File: config.mk
export PLATFORM = sky130hd
export DESIGN_NAME = alu_req_scheduler
export DESIGN_NICKNAME = d
export VERILOG_FILES = /design/src/rtl/alu_req_scheduler.sv
export SDC_FILE = /design/constraint.sdc
export NUM_CORES = 1
export LEC_CHECK = 0
export BUFFER_PORTS_ARGS = -buffer_cell sky130_fd_sc_hd__buf_4
export CAP_MARGIN = 0
export CORE_UTILIZATION = 54
export CTS_CLUSTER_DIAMETER = 60
export DETAILED_ROUTE_END_ITERATION = 10
export GPL_TIMING_DRIVEN = 0
export PLACE_DENSITY_LB_ADDON = 0.25
export SYNTH_ARGS = -nofsm -noshare
export SYNTH_HDL_FRONTEND = slang
export SYNTH_SLANG_ARGS = --single-unit
File: constraint.sdc
create_clock -name clk -period 4.8 [get_ports clk]
set_input_delay 0.24 -clock clk [delete_from_list [all_inputs] [get_ports clk]]
set_output_delay 0.24 -clock clk [all_outputs]
set_load 0.01 [all_outputs]
File: src/rtl/alu_req_scheduler.sv
// Round-robin front end for a shared ALU: accepts one operation at a time from two
// requesters, issues it, captures the result after a fixed latency and holds it for display.
module alu_req_scheduler #(
  parameter int ALU_LAT     = 2,
  parameter int HOLD_CYCLES = 8
) (
  input  logic        clk,
  input  logic        reset,
  input  logic        req0_valid,
  input  logic [11:0] req0_x,
  input  logic [11:0] req0_y,
  input  logic [2:0]  req0_op,
  output logic        req0_ready,
  input  logic        req1_valid,
  input  logic [11:0] req1_x,
  input  logic [11:0] req1_y,
  input  logic [2:0]  req1_op,
  output logic        req1_ready,
  output logic [12:0] alu_x,
  output logic [12:0] alu_y,
  output logic [2:0]  alu_opcode,
  output logic        alu_start,
  input  logic [12:0] alu_result,
  input  logic        alu_status,
  output logic [11:0] disp_value,
  output logic        disp_valid,
  output logic        disp_owner,
  output logic        ovf,
  output logic        zero,
  output logic        err,
  output logic        done,
  output logic        busy
);
  typedef enum logic [1:0] {IDLE, ISSUE, WAIT, HOLD} state_t;

  localparam logic [3:0]  LAT_LOAD  = 4'(ALU_LAT - 1);
  localparam logic [15:0] HOLD_LOAD = 16'(HOLD_CYCLES - 1);

  state_t      state_q, state_d;
  logic        prio_q, prio_d;
  logic [11:0] x_q, x_d, y_q, y_d;
  logic [2:0]  op_q, op_d;
  logic        owner_q, owner_d;
  logic        alu_start_q, alu_start_d;
  logic [3:0]  lat_cnt_q, lat_cnt_d;
  logic [15:0] hold_cnt_q, hold_cnt_d;
  logic [11:0] disp_value_q, disp_value_d;
  logic        disp_valid_q, disp_valid_d;
  logic        disp_owner_q, disp_owner_d;
  logic        ovf_q, ovf_d, zero_q, zero_d, err_q, err_d, done_q, done_d;

  logic        any_valid, grant_id, accept, div_zero;
  logic [11:0] sel_x, sel_y;
  logic [2:0]  sel_op;

  // prio_q names the requester that wins a tie; it starts at req0 and flips to
  // the other requester after every grant.
  assign any_valid  = req0_valid | req1_valid;
  assign grant_id   = (req0_valid && req1_valid) ? prio_q : req1_valid;
  assign accept     = (state_q == IDLE) && any_valid;
  assign req0_ready = accept && !grant_id;
  assign req1_ready = accept && grant_id;
  assign sel_x      = grant_id ? req1_x  : req0_x;
  assign sel_y      = grant_id ? req1_y  : req0_y;
  assign sel_op     = grant_id ? req1_op : req0_op;
  assign div_zero   = ((sel_op == 3'b011) || (sel_op == 3'b100)) && (sel_y == 12'd0);

  always_comb begin
    state_d      = state_q;
    prio_d       = prio_q;
    x_d          = x_q;
    y_d          = y_q;
    op_d         = op_q;
    owner_d      = owner_q;
    alu_start_d  = 1'b0;
    lat_cnt_d    = lat_cnt_q;
    hold_cnt_d   = hold_cnt_q;
    disp_value_d = disp_value_q;
    disp_valid_d = disp_valid_q;
    disp_owner_d = disp_owner_q;
    ovf_d        = ovf_q;
    zero_d       = zero_q;
    err_d        = err_q;
    done_d       = 1'b0;
    case (state_q)
      IDLE: begin
        if (accept) begin
          x_d     = sel_x;
          y_d     = sel_y;
          op_d    = sel_op;
          owner_d = grant_id;
          prio_d  = ~grant_id;
          if (div_zero) begin
            // Division by zero never reaches the ALU; report it straight away.
            state_d      = HOLD;
            err_d        = 1'b1;
            disp_value_d = 12'd0;
            ovf_d        = 1'b0;
            zero_d       = 1'b0;
            done_d       = 1'b1;
            disp_valid_d = 1'b1;
            disp_owner_d = grant_id;
            hold_cnt_d   = HOLD_LOAD;
          end else begin
            state_d     = ISSUE;
            alu_start_d = 1'b1;
          end
        end
      end
      ISSUE: begin
        lat_cnt_d = LAT_LOAD;
        state_d   = WAIT;
      end
      WAIT: begin
        if (lat_cnt_q == 4'd0) begin
          state_d      = HOLD;
          disp_value_d = alu_result[11:0];
          ovf_d        = alu_result[12];
          zero_d       = alu_status;
          err_d        = 1'b0;
          done_d       = 1'b1;
          disp_valid_d = 1'b1;
          disp_owner_d = owner_q;
          hold_cnt_d   = HOLD_LOAD;
        end else begin
          lat_cnt_d = lat_cnt_q - 4'd1;
        end
      end
      HOLD: begin
        if (hold_cnt_q == 16'd0) begin
          state_d      = IDLE;
          disp_valid_d = 1'b0;
        end else begin
          hold_cnt_d = hold_cnt_q - 16'd1;
        end
      end
      default: state_d = IDLE;
    endcase
  end

  always_ff @(posedge clk or posedge reset) begin
    if (reset) begin
      state_q      <= IDLE;
      prio_q       <= 1'b0;
      x_q          <= '0;
      y_q          <= '0;
      op_q         <= '0;
      owner_q      <= 1'b0;
      alu_start_q  <= 1'b0;
      lat_cnt_q    <= '0;
      hold_cnt_q   <= '0;
      disp_value_q <= '0;
      disp_valid_q <= 1'b0;
      disp_owner_q <= 1'b0;
      ovf_q        <= 1'b0;
      zero_q       <= 1'b0;
      err_q        <= 1'b0;
      done_q       <= 1'b0;
    end else begin
      state_q      <= state_d;
      prio_q       <= prio_d;
      x_q          <= x_d;
      y_q          <= y_d;
      op_q         <= op_d;
      owner_q      <= owner_d;
      alu_start_q  <= alu_start_d;
      lat_cnt_q    <= lat_cnt_d;
      hold_cnt_q   <= hold_cnt_d;
      disp_value_q <= disp_value_d;
      disp_valid_q <= disp_valid_d;
      disp_owner_q <= disp_owner_d;
      ovf_q        <= ovf_d;
      zero_q       <= zero_d;
      err_q        <= err_d;
      done_q       <= done_d;
    end
  end

  assign alu_x      = {1'b0, x_q};
  assign alu_y      = {1'b0, y_q};
  assign alu_opcode = op_q;
  assign alu_start  = alu_start_q;
  assign disp_value = disp_value_q;
  assign disp_valid = disp_valid_q;
  assign disp_owner = disp_owner_q;
  assign ovf        = ovf_q;
  assign zero       = zero_q;
  assign err        = err_q;
  assign done       = done_q;
  assign busy       = (state_q != IDLE);
endmodule

==> results.rst, run 1 <==
.. list-table::
   :header-rows: 1

   * - Metric
     - Value
   * - Routed length per placed instance
     - 16.0 um
   * - RSZ-0062 raised after global routing
     - no
   * - Diodes inserted
     - 0
   * - Number of levels in the clock H-tree
     - 3
   * - Clock transition time at the flip-flop clock pins of the worst setup and hold paths
     - 70 ps
   * - Remaining global-route overflow
     - 0
   * - DR pass1 iterations
     - 5
   * - Cell with the most instances after synthesis
     - sky130_fd_sc_hd__dfrtp_1
   * - Core Footprint
     - 0.00603 mm2
   * - Critical Path AT
     - 3250 ps
   * - Overall global routing resource usage
     - 27.1%
   * - Residual DRC
     - 0
   * - Share of the clock period used by the worst path after layout
     - 63.2%
   * - WP data required
     - 5020 ps
   * - Syn-to-layout area delta
     - 33.9%
   * - Status
     - finished clean
   * - Total power
     - 2.58 mW
   * - Number of cells in the design after placement
     - 536
   * - Final worst setup slack
     - 1770 ps
   * - FFs w/ async S/R, synth
     - 100%
   * - Hold Fails Final Rpt
     - 0
   * - Number of nets with antenna violations after routing
     - 0
   * - Critical path peak fanout
     - 9
   * - Share of cells above drive strength 1
     - 32.3%
   * - Number of synthesized flops with an enable pin
     - 0
   * - Leading cell types by total area after synthesis
     - sky130_fd_sc_hd__dfrtp_1, sky130_fd_sc_hd__nand2_1, sky130_fd_sc_hd__o21ai_0
   * - Worst Setup Start Kind
     - flip-flop
   * - Max Clk Rate
     - 330 MHz
   * - Largest net degree at the start of global routing
     - 71
   * - Worst-margin pin slew
     - 851 ps
   * - Yosys warns
     - 0
   * - Main flop type after synthesis
     - sky130_fd_sc_hd__dfrtp_1
   * - Post-route minimum period
     - 3030 ps
   * - Number of distinct standard cells referenced by the synthesized netlist
     - 47
   * - Cell taking the most area after synthesis
     - sky130_fd_sc_hd__dfrtp_1
   * - Nets@finish
     - 551
   * - Relative slew slack
     - 43.2%
   * - MaxCap Viol Count
     - 0
   * - Post-CTS Setup Bufs
     - 0
   * - Classification of the worst setup path
     - flip-flop to flip-flop
   * - Row count
     - 28
   * - Largest vdd supply drop
     - 362 uV
   * - Total half-perimeter wirelength after legalization and detailed placement
     - 6290 um
   * - Width of the chip
     - 81.6 um
   * - FF+latch count, synth
     - 70
   * - Clock sink count
     - 70
   * - Mean instance size in the synthesized netlist
     - 10.0 um2
   * - Routability congestion estimate
     - 0.812
   * - Cell count after synthesis
     - 341
   * - Final slew viol count
     - 0
   * - Hold_buf cts
     - 0
   * - Number of global-route vias before repair
     - 3,040
   * - Static leakage
     - 2.32 nW
   * - Worst skew pair latency
     - 340 ps
   * - IO Port Bufs
     - 119
   * - Core Util, Final
     - 76.0%
   * - Maximum clock insertion buffer count
     - 2
   * - Area of the die
     - 0.00665 mm2
   * - Initial antenna violation count
     - 0
   * - Detailed-route via count
     - 3,189
   * - Setup WS pre-CTS
     - 1920 ps
   * - Worst hold margin
     - 78.4 ps
   * - Power per Cell Area
     - 563 mW/mm2
   * - Non-filler cells, final
     - 552
   * - Post-synthesis instance area
     - 0.00342 mm2
   * - Critical path endpoint category
     - flip-flop
   * - Number of gates resized after cts
     - 0
   * - Global-route wire length before repair
     - 13,800 um
   * - Proportion of synthesized chip area in sequential cells
     - 51.2%
   * - Clock Tree Root
     - sky130_fd_sc_hd__clkbuf_8
   * - Starting density of the core
     - 56.7%
   * - Design Area, Final
     - 0.00458 mm2
   * - Count of pins on the block boundary
     - 123
   * - Count of routing violations after the opening detailed-route iteration
     - 229
   * - Clk_skew
     - 6.06 ps
   * - Portion of synthesized cell area occupied by the leading cell type
     - 51.2%
   * - Setup violation total in the final timing report
     - 0
   * - Clock tree from TritonCTS
     - yes
   * - Total cell area at the placement stage
     - 0.00441 mm2
   * - Die extent in y
     - 81.6 um
   * - Routed via count divided by cell count
     - 5.78
   * - Setup TNS
     - 0 ps
   * - Setup crit start
     - lat_cnt_q[0]
   * - Critical register-to-register path startpoint
     - lat_cnt_q[0]
   * - Class of the tightest hold or removal check
     - primary input to async pin
   * - Total clock buffers created by CTS
     - 9
   * - Ranking of synthesized cells by instance count
     - sky130_fd_sc_hd__dfrtp_1, sky130_fd_sc_hd__nand2_1, sky130_fd_sc_hd__o21ai_0
   * - Final routed wirelength across all metal layers
     - 8850 um
-- cells in the final DEF (no fill, tap or decap), types with 2 or more instances in the layout --
master / count
sky130_fd_sc_hd__buf_4: 122
sky130_fd_sc_hd__buf_2: 3
sky130_fd_sc_hd__a22oi_1: 12
sky130_fd_sc_hd__or3_1: 2
sky130_fd_sc_hd__clkbuf_1: 10
sky130_fd_sc_hd__a21o_1: 2
sky130_fd_sc_hd__xor2_1: 2
sky130_fd_sc_hd__ha_1: 7
sky130_fd_sc_hd__nor2_1: 13
sky130_fd_sc_hd__a21oi_1: 10
sky130_fd_sc_hd__mux2i_1: 15
sky130_fd_sc_hd__dfrtp_1: 70
sky130_fd_sc_hd__a31oi_1: 3
sky130_fd_sc_hd__o41ai_1: 2
sky130_fd_sc_hd__nand2_1: 53
sky130_fd_sc_hd__and3b_1: 2
sky130_fd_sc_hd__or4_1: 5
sky130_fd_sc_hd__buf_6: 2
sky130_fd_sc_hd__nand2b_1: 5
sky130_fd_sc_hd__clkbuf_8: 9
sky130_fd_sc_hd__o31ai_1: 10
sky130_fd_sc_hd__o211ai_1: 5
sky130_fd_sc_hd__a22o_1: 16
sky130_fd_sc_hd__and2_1: 2
sky130_fd_sc_hd__nor2b_1: 2
sky130_fd_sc_hd__nor3_1: 9
sky130_fd_sc_hd__o21ai_0: 34
sky130_fd_sc_hd__clkinv_2: 5
sky130_fd_sc_hd__nor4_1: 4
sky130_fd_sc_hd__conb_1: 2
sky130_fd_sc_hd__nand3_1: 11
sky130_fd_sc_hd__inv_1: 8
-- layout make-up --
class / instances / area [um2]
flip-flops and latches: 70 / 1750
multi-input cells: 243 / 1530
fillers: 427 / 1450
repair buffers: 119 / 893
clock buffers: 9 / 124
plain buffers: 19 / 103
well taps: 75 / 93.8
clock inverters: 7 / 41.3
inverters: 10 / 40.0
-- per-layer routing --
layer	GRT usage (%)	vias up	routed length, um
met5	0	-	0
met4	12.1	0	135
met3	5.78	14	605
met2	45.3	129	4400
met1	33.7	1541	3710
li1	-	1505	-
-- sequential cells by signal, summed over array words and instances, names as in the netlist, 2 cells and up --
register    cells
x_q            12
hold_cnt_q     16
state_q         2
alu_opcode      3
disp_value     12
y_q            12
lat_cnt_q       4
-- path summary, 6_finish.rpt --
path / to / slack (ps) / cells after the start
worst min-delay path: disp_value[11] / 80 / 2
worst max register to register: disp_valid / 1770 / 8
worst max-delay path: disp_valid / 1770 / 8
worst min register to register: x_q[5] / 470 / 2
max in group asynchronous: x_q[2] / 4170 / 2
min in group clk: x_q[5] / 120 / 3
-- worst max-delay path, stage by stage (launching register included) --
cell	delay, ps
sky130_fd_sc_hd__dfrtp_1	410
sky130_fd_sc_hd__inv_1	70
sky130_fd_sc_hd__ha_1	170
sky130_fd_sc_hd__nor3b_1	350
sky130_fd_sc_hd__nor2b_1	180
sky130_fd_sc_hd__a21oi_1	640
sky130_fd_sc_hd__o21ai_0	420
sky130_fd_sc_hd__nor3_1	310
sky130_fd_sc_hd__mux2_2	370
-- report_power, final --
group / internal (mW) / switching, mW
clock network: 0.183 / 0.220
logic: 0.548 / 0.712
registers: 0.799 / 0.112
-- cell families (layout without fill, tap and decap cells) --
logic type | Yosys count | in the layout | share of synthesized area, %
compound gates | 99 | 99 | 19.6
xor+xnor | 2 | 2 | 0.513
fa+ha+maj | 7 | 7 | 2.56
buf+inv | 29 | 164 | 4.10
flops | 70 | 70 | 51.2
mux | 16 | 16 | 4.72
other cells | 1 | 2 | 0.110
simple gates | 117 | 117 | 17.2
(Power assumes the default switching activity.)
==> run 2: changes to the inputs <==
- CORE_UTILIZATION: 54 -> 50
- clock period: 4.8 -> 3.1 ns (I/O delays scaled with it)
==> results.rst, run 2 (same netlist as run 1, synthesis figures left out) <==
.. list-table::
   :header-rows: 1

   * - Metric
     - Value
   * - Routability congestion estimate
     - 0.830 (+2.2%)
   * - Clock sink count
     - 70 (unchanged)
   * - Register Area
     - 0.00175 mm2 (unchanged)
   * - Die extent in y
     - 84.7 um (+3.8%)
   * - DR pass1 iterations
     - 8 (+3)
   * - Final routed wirelength across all metal layers
     - 9250 um (+4.5%)
   * - Total half-perimeter wirelength after legalization and detailed placement
     - 6600 um (+4.9%)
   * - Core Util, Final
     - 71.6% (-4.4 points)
   * - Clock tree from TritonCTS
     - yes
   * - Hold_buf cts
     - 0 (unchanged)
   * - Power per Cell Area
     - 898 mW/mm2 (+60%)
   * - Setup WS pre-CTS
     - 309 ps (-1610 ps)
   * - Status
     - finished with violations
   * - Final worst setup slack
     - 185 ps (-1580 ps)
   * - Final slew viol count
     - 0 (unchanged)
   * - Critical path endpoint category
     - output port
   * - Register with the most flip-flops
     - hold_cnt_q
   * - Row count
     - 29 (+3.6%)
   * - Class of the tightest hold or removal check
     - primary input to async pin
   * - Violated checks
     - design-rule violations, negative hold slack
   * - Post-route minimum period
     - 2920 ps
   * - Worst reg2reg path depth
     - 8 (unchanged)
   * - Syn-to-layout area delta
     - 35.2%
   * - Classification of the worst setup path
     - flip-flop to output port
   * - Routed via count divided by cell count
     - 5.77 (about the same)
   * - Critical Path AT
     - 2760 ps (-490 ps)
   * - Maximum clock insertion buffer count
     - 2 (unchanged)
   * - Area of the die
     - 0.00717 mm2 (+7.8%)
   * - Total clock buffers created by CTS
     - 9 (unchanged)
   * - Static leakage
     - 2.32 nW (+0.32%)
   * - Worst skew pair latency
     - 360 ps (+20 ps)
   * - Worst-margin pin slew
     - 838 ps (-13.9 ps)
   * - Count of pins on the block boundary
     - 123 (unchanged)
   * - Number of global-route vias before repair
     - 3,096 (+1.8%)
   * - Critical register-to-register path startpoint
     - lat_cnt_q[0]
   * - Width of the chip
     - 84.7 um (+3.8%)
   * - RSZ-0062 raised after global routing
     - yes
   * - Worst Setup Start Kind
     - flip-flop
   * - Overall global routing resource usage
     - 26.9% (-0.22 points)
   * - Share of the clock period used by the worst path after layout
     - 94.0%
   * - Most frequent cells in the layout
     - sky130_fd_sc_hd__buf_4, sky130_fd_sc_hd__dfrtp_1, sky130_fd_sc_hd__nand2_1
   * - Routed length per placed instance
     - 16.7 um (+4.1%)
   * - IO Port Bufs
     - 119 (unchanged)
   * - Endpoint of the worst register-to-register path
     - disp_valid
   * - Critical path peak fanout
     - 10 (+1)
   * - Starting density of the core
     - 52.9% (-3.8 points)
   * - WP data required
     - 2940 ps (-2080 ps)
   * - Number of nets with antenna violations after routing
     - 0 (unchanged)
   * - Clock transition time at the flip-flop clock pins of the worst setup and hold paths
     - 80 ps (about the same)
   * - Setup slack of the most critical reg-to-reg path
     - 530 ps (-1240 ps)
   * - Remaining global-route overflow
     - 0 (unchanged)
   * - Layout fillers
     - 487 (+14%)
   * - Nets@finish
     - 551 (unchanged)
   * - Largest net degree at the start of global routing
     - 71 (unchanged)
   * - Relative slew slack
     - 44.2% (+0.93 points)
   * - Largest vdd supply drop
     - 481 uV (+33%)
   * - Initial antenna violation count
     - 0 (unchanged)
   * - Clk_skew
     - 9.01 ps (+2.96 ps)
   * - Multi-input logic area
     - 0.00154 mm2 (+0.49%)
   * - Diodes inserted
     - 0 (unchanged)
   * - Residual DRC
     - 13 (+13)
   * - Largest register FFs
     - 16 (unchanged)
   * - Worst hold margin
     - -12.9 ps (-91.4 ps)
   * - Core Footprint
     - 0.00646 mm2 (+7.2%)
   * - Total power
     - 4.15 mW (+61%)
   * - Max Clk Rate
     - 343 MHz
   * - Number of levels in the clock H-tree
     - 3 (unchanged)
   * - Setup violation total in the final timing report
     - 0 (unchanged)
   * - Global-route wire length before repair
     - 14,900 um (+8.5%)
   * - Hold Fails Final Rpt
     - 63 (+63)
   * - MaxCap Viol Count
     - 0 (unchanged)
   * - Clock Tree Root
     - sky130_fd_sc_hd__clkbuf_8
   * - Share of cells above drive strength 1
     - 32.5% (+0.21 points)
   * - Detailed-route via count
     - 3,199 (+0.31%)
   * - Count of routing violations after the opening detailed-route iteration
     - 267 (+17%)
   * - Most common cell after layout, fill and taps aside
     - sky130_fd_sc_hd__buf_4
==> run 2: cell types whose count changed in the layout (fill, tap and decap cells not counted), sizes merged <==
cell,previous run,this run
clkinv,7,3
bufinv,0,1
clkbuf,20,22
clkinvlp,1,2
==> run 2: stage by stage <==
stage	std cells	setup TNS [ps]	instance area, um2
after floorplan	342	0	3420
after global placement	538	0	4410
after detailed placement	538	0	4410
after CTS	554	0	4610
after global routing	554	-17.2	4620
final	554	0	4620
==> run 2: layout make-up <==
cell class                      count  area share (%)
Tap cell                           77            2.08
Inverter                           10           0.866
Clock buffer                       11            3.06
Buffer                             19            2.22
Sequential cell                    70            37.9
Timing Repair Buffer              119            19.3
Multi-Input combinational cell    243            33.3
Clock inverter                      5            1.27
==> run 2: what timing repair did <==
item,4_1_cts,5_1_grt
buffers inserted,0,0
setup endpoints to repair,0,2
resized for setup,0,2
==> run 2: critical path: stages, from the launching register on <==
cell	delay (ps)
sky130_fd_sc_hd__dfrtp_1	400
sky130_fd_sc_hd__inv_1	110
sky130_fd_sc_hd__ha_1	150
sky130_fd_sc_hd__clkbuf_1	400
sky130_fd_sc_hd__o21ai_1	400
sky130_fd_sc_hd__a21oi_2	330
sky130_fd_sc_hd__clkbuf_1	410
sky130_fd_sc_hd__buf_4	210
==> run 2: metal layers <==
metal	track usage (%)	vias up	wire length [um]
li1	-	1503	-
met1	34.7	1530	3820
met2	43.6	142	4490
met3	6.00	24	693
met4	12.2	0	245
met5	0	-	0
==> run 2: worst max-delay path by stage <==
stage,slack [ps],end,start
4_1_cts,140,req0_ready,state_q[0]
3_5_place_dp,310,disp_valid,lat_cnt_q[0]
2_1_floorplan,810,hold_cnt_q[14],hold_cnt_q[6]
6_report,180,req0_ready,state_q[0]
3_3_place_gp,370,x_q[5],reset
5_1_grt,-20,req0_ready,state_q[0]
==> run 2: report_power, final <==
part | switching (mW) | internal, mW | total [mW]
logic | 1.13 | 0.852 | 1.98
registers | 0.176 | 1.24 | 1.41
clock network | 0.368 | 0.394 | 0.761
